[src/rtl/sauber_fault_pkg.sv]
// sauber_fault_pkg: monitor state encoding and default sizing for wddl_fault_monitor.
package sauber_fault_pkg;
    typedef enum logic [2:0] {
        ST_IDLE,
        ST_BLANK,
        ST_MONITOR,
        ST_ALARM,
        ST_CLEAR
    } state_t;
    localparam int CNT_W_DEF        = 8;
    localparam int THRESHOLD_DEF    = 1;
    localparam int BLANK_CYCLES_DEF = 2;
endpackage

[src/rtl/fault_sync.sv]
// fault_sync: N-wide two-flop synchronizer for asynchronous F_ctrl lines, sync active-low reset.
module fault_sync #(
    parameter int N = 8
) (
    input  logic         i_clk,
    input  logic         i_rst_n,
    input  logic [N-1:0] i_d,
    output logic [N-1:0] o_q
);
    logic [N-1:0] r_meta;
    logic [N-1:0] r_sync;
    always_ff @(posedge i_clk) begin
        if (!i_rst_n) begin
            r_meta <= '0;
            r_sync <= '0;
        end else begin
            r_meta <= i_d;
            r_sync <= r_meta;
        end
    end
    assign o_q = r_sync;
endmodule

[src/rtl/wddl_fault_monitor.sv]
// wddl_fault_monitor: gathers WDDL F_ctrl flags into a sticky map, saturating count and alarm.
// SAUBER_FAULT_SYNC_EN adds a two-flop synchronizer in front of the mask (two extra edges of latency).
module wddl_fault_monitor
    import sauber_fault_pkg::*;
#(
    parameter int N_TILES      = 8,
    parameter int CNT_W        = CNT_W_DEF,
    parameter int THRESHOLD    = THRESHOLD_DEF,
    parameter int BLANK_CYCLES = BLANK_CYCLES_DEF
) (
    input  logic               UserCLK,
    input  logic               rst,
    input  logic [N_TILES-1:0] f_ctrl,
    input  logic [N_TILES-1:0] mask,
    input  logic               arm,
    input  logic               clr_req,
    output logic               clr_ack,
    output logic               alarm,
    output logic               monitoring,
    output logic [N_TILES-1:0] fault_map,
    output logic [CNT_W-1:0]   fault_count
);
    localparam int BW = (BLANK_CYCLES > 1) ? $clog2(BLANK_CYCLES) : 1;
    localparam logic [BW-1:0] BLANK_LAST = BW'((BLANK_CYCLES > 0) ? BLANK_CYCLES - 1 : 0);
    localparam logic [CNT_W-1:0] CNT_MAX = '1;
    localparam logic [CNT_W-1:0] CNT_TH  = CNT_W'(THRESHOLD);

    state_t             r_state;
    state_t             w_next;
    logic [BW-1:0]      r_blank;
    logic [BW-1:0]      w_blank;
    logic [N_TILES-1:0] r_fault_q;
    logic [N_TILES-1:0] r_map;
    logic [N_TILES-1:0] w_map;
    logic [CNT_W-1:0]   r_count;
    logic [CNT_W-1:0]   w_count;
    logic [CNT_W-1:0]   w_count_inc;
    logic               w_hit;
    logic               r_alarm;
    logic               r_mon;
    logic               r_clr_ack;
    logic [N_TILES-1:0] w_f_in;

`ifdef SAUBER_FAULT_SYNC_EN
    fault_sync #(.N(N_TILES)) u_fault_sync (
        .i_clk   (UserCLK),
        .i_rst_n (rst),
        .i_d     (f_ctrl),
        .o_q     (w_f_in)
    );
`else
    assign w_f_in = f_ctrl;
`endif

    assign w_hit       = |r_fault_q;
    assign w_count_inc = (r_count == CNT_MAX) ? r_count : r_count + 1'b1;

    always_comb begin
        w_next  = r_state;
        w_blank = r_blank;
        w_map   = r_map;
        w_count = r_count;
        case (r_state)
            ST_IDLE: begin
                w_blank = '0;
                if (clr_req)
                    w_next = ST_CLEAR;
                else if (arm)
                    w_next = (BLANK_CYCLES == 0) ? ST_MONITOR : ST_BLANK;
            end
            ST_BLANK: begin
                w_blank = r_blank + 1'b1;
                if (clr_req)
                    w_next = ST_CLEAR;
                else if (!arm)
                    w_next = ST_IDLE;
                else if (r_blank == BLANK_LAST)
                    w_next = ST_MONITOR;
            end
            ST_MONITOR: begin
                if (clr_req)
                    w_next = ST_CLEAR;
                else begin
                    w_map   = w_hit ? (r_map | r_fault_q) : r_map;
                    w_count = w_hit ? w_count_inc : r_count;
                    // reaching the threshold outranks a simultaneous disarm
                    if (w_count >= CNT_TH)
                        w_next = ST_ALARM;
                    else if (!arm)
                        w_next = ST_IDLE;
                end
            end
            ST_ALARM: begin
                if (clr_req)
                    w_next = ST_CLEAR;
                else begin
                    w_map   = w_hit ? (r_map | r_fault_q) : r_map;
                    w_count = w_hit ? w_count_inc : r_count;
                end
            end
            ST_CLEAR: w_next = ST_IDLE;
            default:  w_next = ST_IDLE;
        endcase
        if (w_next == ST_CLEAR) begin
            w_map   = '0;
            w_count = '0;
        end
    end

    always_ff @(posedge UserCLK) begin
        if (!rst) begin
            r_state   <= ST_IDLE;
            r_blank   <= '0;
            r_fault_q <= '0;
            r_map     <= '0;
            r_count   <= '0;
            r_alarm   <= 1'b0;
            r_mon     <= 1'b0;
            r_clr_ack <= 1'b0;
        end else begin
            r_state   <= w_next;
            r_blank   <= w_blank;
            r_fault_q <= w_f_in & ~mask;
            r_map     <= w_map;
            r_count   <= w_count;
            r_alarm   <= (w_next == ST_ALARM);
            r_mon     <= (w_next == ST_MONITOR) || (w_next == ST_ALARM);
            r_clr_ack <= (w_next == ST_CLEAR);
        end
    end

    assign clr_ack     = r_clr_ack;
    assign alarm       = r_alarm;
    assign monitoring  = r_mon;
    assign fault_map   = r_map;
    assign fault_count = r_count;
endmodule
[config.mk]
export PLATFORM = sky130hd
export DESIGN_NAME = wddl_fault_monitor
export DESIGN_NICKNAME = d
export VERILOG_FILES = /design/src/rtl/sauber_fault_pkg.sv /design/src/rtl/fault_sync.sv /design/src/rtl/wddl_fault_monitor.sv
export SDC_FILE = /design/constraint.sdc
export NUM_CORES = 1
export LEC_CHECK = 0
export BUFFER_PORTS_ARGS = -buffer_cell sky130_fd_sc_hd__buf_2
export CAP_MARGIN = 0
export CORE_UTILIZATION = 45
export DETAILED_ROUTE_END_ITERATION = 10
export GPL_TIMING_DRIVEN = 0
export PLACE_DENSITY_LB_ADDON = 0.2
export SETUP_SLACK_MARGIN = 0.02
export SYNTH_ARGS = -nofsm -noshare
export SYNTH_HDL_FRONTEND = slang
export SYNTH_SLANG_ARGS = --single-unit
export TNS_END_PERCENT = 10
[constraint.sdc]
create_clock -name UserCLK -period 2.23 [get_ports UserCLK]
set_clock_uncertainty 0.2 [all_clocks]
set_input_delay 0.446 -clock UserCLK [delete_from_list [all_inputs] [get_ports UserCLK]]
set_output_delay 0.446 -clock UserCLK [all_outputs]
set_load 0.02 [all_outputs]
Word level (Yosys, flattened, before mapping). Cells that the tools add are included.

Bits in registers: 31. Output and inout bits: 19.

Add/subtract/negate cells: 2. Order comparisons: 1. Equality and inequality tests: 7. Muxes and demuxes: 13. Bitwise gates (word level): 5. Reduce and logical (&&, ||, !) cells: 8.

Operator list (count): 2-to-1 mux 3 bit (9); 2-to-1 mux 8 bit (2); equality test 3 x 2 -> 1 bit (second input constant) (4); case mux 3 bit (4 select lines) (1); adder 8 x 1 -> 8 bit (second input constant) (1); AND 8 bit (1); equality test 8 bit (second input constant) (1); greater-or-equal comparator 8 x 1 -> 1 bit (second input constant) (1); NOT 8 bit (1); bitwise OR 8 bit (1); OR reduction 8 bit (1); OR reduction 2 bit (2); equality test 3 x 1 -> 1 bit (second input constant) (1); equality test 3 bit (second input constant) (1); logical NOT 3 bit (1); AND reduction 3 bit (1); NOT 1 bit (2); case mux 1 bit (2 select lines) (1); AND reduction 2 bit (1); nonzero test 2 bit (1); adder 1 bit (second input constant) (1); logical OR 1 bit (1).

Depth between registers and ports, before layout.
Word-level depth: 9. Depth in mapped cells: 6. Mapped depth without buffers: 6.

Worst setup path after synthesis. No wires, ideal clock.

Path type: register -> register. From: reg r_count[0] (netlist: fault_count[0]). To: reg r_alarm (netlist: alarm). Library setup time: 133 ps. Arrival time: 1860 ps. Path slack: 36 ps. Stages on the path, launching flop included: 7. Path buffers: 0. Cells stage by stage: dfxtp_1 -> ha_1 -> nand3_2 -> nor3_4 -> or4b_1 -> a2111oi_4 -> a31oi_1.

Cells in the longest elaborated chain, start to end: 8.

RTL lines: start, declared (RTL line wddl_fault_monitor.sv:35) `logic [CNT_W-1:0] r_count;`; start signal, assigned (RTL line wddl_fault_monitor.sv:125) `r_count <= w_count;`; adder 8 x 1 -> 8 bit or equality test 8 bit (tied branches) (RTL line wddl_fault_monitor.sv:56) `assign w_count_inc = (r_count == CNT_MAX) ? r_count : r_count + 1'b1;`; 2-to-1 mux 8 bit (RTL line wddl_fault_monitor.sv:56); 2-to-1 mux 8 bit *; greater-or-equal comparator 8 x 1 -> 1 bit * (RTL line wddl_fault_monitor.sv:87) `if (w_count >= CNT_TH)`; 2-to-1 mux 3 bit * (RTL line wddl_fault_monitor.sv:87); 2-to-1 mux 3 bit * (RTL line wddl_fault_monitor.sv:81) `if (clr_req)`; case mux 3 bit (4 select lines) * (RTL line wddl_fault_monitor.sv:63) `case (r_state)`; equality test 3 x 2 -> 1 bit * (RTL line wddl_fault_monitor.sv:126) `r_alarm <= (w_next == ST_ALARM);`; end signal, assigned (RTL line wddl_fault_monitor.sv:126); end, declared (RTL line wddl_fault_monitor.sv:39) `logic r_alarm;`.

Every way passes the cells marked *; elsewhere a longest branch is shown, timed or not. A chain may end at the register's enable or synchronous reset.

Worst setup path in the final report.
From: reg r_fault_q[2]. To: reg r_state[0].

Cells in the longest elaborated chain, start to end: 6.

RTL lines: start, declared (RTL line wddl_fault_monitor.sv:32) `logic [N_TILES-1:0] r_fault_q;`; start signal, assigned (RTL line wddl_fault_monitor.sv:123) `r_fault_q <= w_f_in & ~mask;`; OR reduction 8 bit (RTL line wddl_fault_monitor.sv:55) `assign w_hit = |r_fault_q;`; 2-to-1 mux 8 bit; greater-or-equal comparator 8 x 1 -> 1 bit (RTL line wddl_fault_monitor.sv:87); 2-to-1 mux 3 bit (RTL line wddl_fault_monitor.sv:87); 2-to-1 mux 3 bit (RTL line wddl_fault_monitor.sv:81); case mux 3 bit (4 select lines) (RTL line wddl_fault_monitor.sv:63); end signal, assigned (RTL line wddl_fault_monitor.sv:121) `r_state <= w_next;`; end, declared (RTL line wddl_fault_monitor.sv:28) `state_t r_state;`.

No other way between the ends.

==> results by group <==
Status
  • Status: complete, but fails checks
  • Failing checks: DRC

GRT
  • First-pass GRT wire length: 4960 um
  • Tot GR Track Use: 0.200
  • Remaining Overflow, GRT: 0
  • Largest net degree at the start of global routing: 12
  • Vias in the first global route: 1137
  • Initial antenna violation count: 0

Floorplan
  • Die Wd: 57 um
  • Core box area: 0.00281 mm^2
  • Initial Util: 0.485
  • Chip height: 57 um
  • IO Pins: 39
  • Die area: 0.00325 mm^2
  • Cell Rows: 19

Drt
  • Drt pass-1 iters: 7
  • Routed len/inst: 13.8 um
  • Via density: 5.68
  • Drt initial violations: 59
  • Vias: 1261
  • Post-route ant nets: 0
  • Post-route DRC: 2
  • Post-Route WL: 3060 um

Synth
  • Seq/Total Area, Yosys: 0.456
  • Predominant post-synthesis flop cell: dfxtp_1
  • Synthesized flop and latch total: 31
  • Async set or reset register ratio after synthesis: 0
  • Post-Syn Area: 0.00136 mm^2
  • Syn avg cell area: 9.45 um^2
  • Yosys warns: 0
  • Synth Instances: 144
  • Number of enable flip-flop cells after synthesis: 0
  • Synthesized Nets: 165
  • Cell variety after synth: 41

Clock network
  • Clk slew on worst S/H paths: 0.10 ns
  • Clock sinks: 31
  • Max H-tree Level: 2
  • Max clock buf depth: 2
  • Root Driver: clkbuf_4
  • Clk Latency, worst-skew pair: 0.34 ns
  • Num CTS Buffers: 5
  • CTS tree: yes

Worst setup path
  • Startpoint Class: flip-flop
  • Crit. End Element: flip-flop
  • CP bufs+invs: 0
  • Slowest CP cell: or4_4
  • Worst path arrival time: 2.23 ns
  • Setup Crit Path Kind: flip-flop to flip-flop
  • Critical path's top delay family: simple AND/OR/NAND/NOR gates
  • WP data required: 2.24 ns
  • CP peak stage delay: 0.59 ns
  • Chain of cells forming the critical path: or4_4 -> o211ai_1 -> mux2i_2 -> and3_4 -> a22oi_2
  • Max FO, Critical Path: 4

Cells and area
  • Synth-to-layout area growth: 28.5%
  • Nets: 211
  • Share of cells above drive strength 1: 0.372
  • Inserted Diodes: 0
  • Fin util: 0.624
  • Fillers: 242
  • Most frequent cells in the layout: 39 x buf_2, 27 x dfxtp_1, 20 x nor2_1
  • Most common cell after layout, fill and taps aside: buf_2
  • Layout Cells excl Fill: 222

Timing
  • Setup violations, final: 0
  • Max Slew Vio Count: 0
  • Fmax: 451 MHz
  • Hold Fails Final Rpt: 0
  • Period Utilization, post-route: 0.994
  • RSZ-0062 raised after global routing: true
  • Worst-Margin Slew: 0.595 ns
  • Max_slew headroom: 0.601
  • Setup tns final: 0 ns
  • Min Tclk post-route: 2.22 ns

Power and ir drop
  • Peak supply drop: 0.683 mV
  • Overall power: 1.09 mW
  • Static Leakage: 0.739 nW
  • Pwr Density: 622 mW/mm^2

Place
  • RePlAce Congestion: 0.845
  • Placed Cells: 213
  • Port bufs: 38
  • Post-detail-place hpwl: 2160 um

Flow run
  • MaxCap Viol Count: 0

Worst hold path
  • HP Class: primary input to flip-flop
## metal layers
metal,part of all wire,up-vias,global-route usage
met1,0.42,588,0.229
met2,0.50,43,0.338
met4,0.024,0,0.122
li1,-,619,-
met3,0.051,11,0.0499
met5,0,-,0
## cell usage after synthesis (2+ instances only)
master / count / area (um^2)
or4_4: 2 / 22.5
a21oi_1: 14 / 70.1
nor4_1: 6 / 37.5
clkbuf_1: 3 / 11.3
or2_2: 2 / 12.5
and3b_1: 8 / 70.1
nand2_1: 8 / 30.0
mux2i_1: 3 / 30.0
dfxtp_1: 31 / 621
nor3b_1: 2 / 15.0
and2_1: 3 / 18.8
and3_1: 2 / 12.5
nand3_1: 3 / 15.0
a21boi_1: 2 / 15.0
xnor2_1: 5 / 43.8
nand4_1: 2 / 12.5
o21ai_0: 3 / 15.0
inv_1: 3 / 11.3
nor2_1: 20 / 75.1
## report_power, final
group | switching (mW) | leakage (nW) | internal (mW)
registers | 0.00862 | 0.254 | 0.560
clock network | 0.199 | 0.0452 | 0.236
logic | 0.0433 | 0.440 | 0.0404
total | 0.251 | 0.739 | 0.836
## state kept, by name (all words and copies together) (netlist names)
signal,flops
fault_count,8
clr_ack,1
r_fault_q,8
fault_map,8
r_blank,1
alarm,1
r_state,3
monitoring,1
## metrics by stage
| step | cell area [um^2] | hold WS [ns] | worst slack (ns) |
|---|---|---|---|
| after floorplan | 1360 | 0.266 | 0.0362 |
| after global placement | 1590 | 0.243 | 0.00344 |
| after detailed placement | 1590 | 0.252 | -0.0175 |
| after CTS | 1690 | 0.132 | 0.0331 |
| after global routing | 1750 | 0.133 | -0.0489 |
| final | 1750 | 0.144 | 0.0133 |
## worst reg2reg max path: cells and delay by family (launching register included)
kind             cells  cell delay, ns
AO/OA/AOI/OAI        2            0.32
multiplexers         1            0.39
flip-flops           1            0.35
AND/OR/NAND/NOR      2            0.83
## area by class of cell
cell class	count	area, um^2	share of cell area
clock inverter	3	43.8	0.0250
sequential	31	631	0.361
inverter	3	11.3	0.00644
multi-input combinational	106	773	0.442
clock buffer	5	37.5	0.0215
buffer	4	16.3	0.00930
timing repair buffer	39	198	0.113
tap	31	38.8	0.0222
## final timing paths
path,start,to,slack (ns),cells after the start
setup / recovery,r_fault_q[2],r_state[0],0.01,5
hold reg to reg,fault_map[4],fault_map[4],0.27,2
setup reg to reg,r_fault_q[2],r_state[0],0.01,5
hold / removal,f_ctrl[1],r_fault_q[1],0.14,2
## cells by family after synthesis
| family | count (synthesis) | synth area share |
|---|---|---|
| flops | 31 | 0.456 |
| compound gates | 32 | 0.165 |
| fa+ha+maj | 1 | 0.00919 |
| simple gates | 65 | 0.295 |
| buf+inv | 7 | 0.0202 |
| mux | 3 | 0.0221 |
| xor+xnor | 5 | 0.0322 |
## what timing repair did
action | 4_1_cts | 5_1_grt
gates resized for setup | 4 | 13
endpoints found under the setup margin | 4 | 4
hold buffers | 0 | 0
pin swaps | 1 | 7
buffers inserted | 0 | 1
Note: power is estimated with default switching activity, not from simulation.
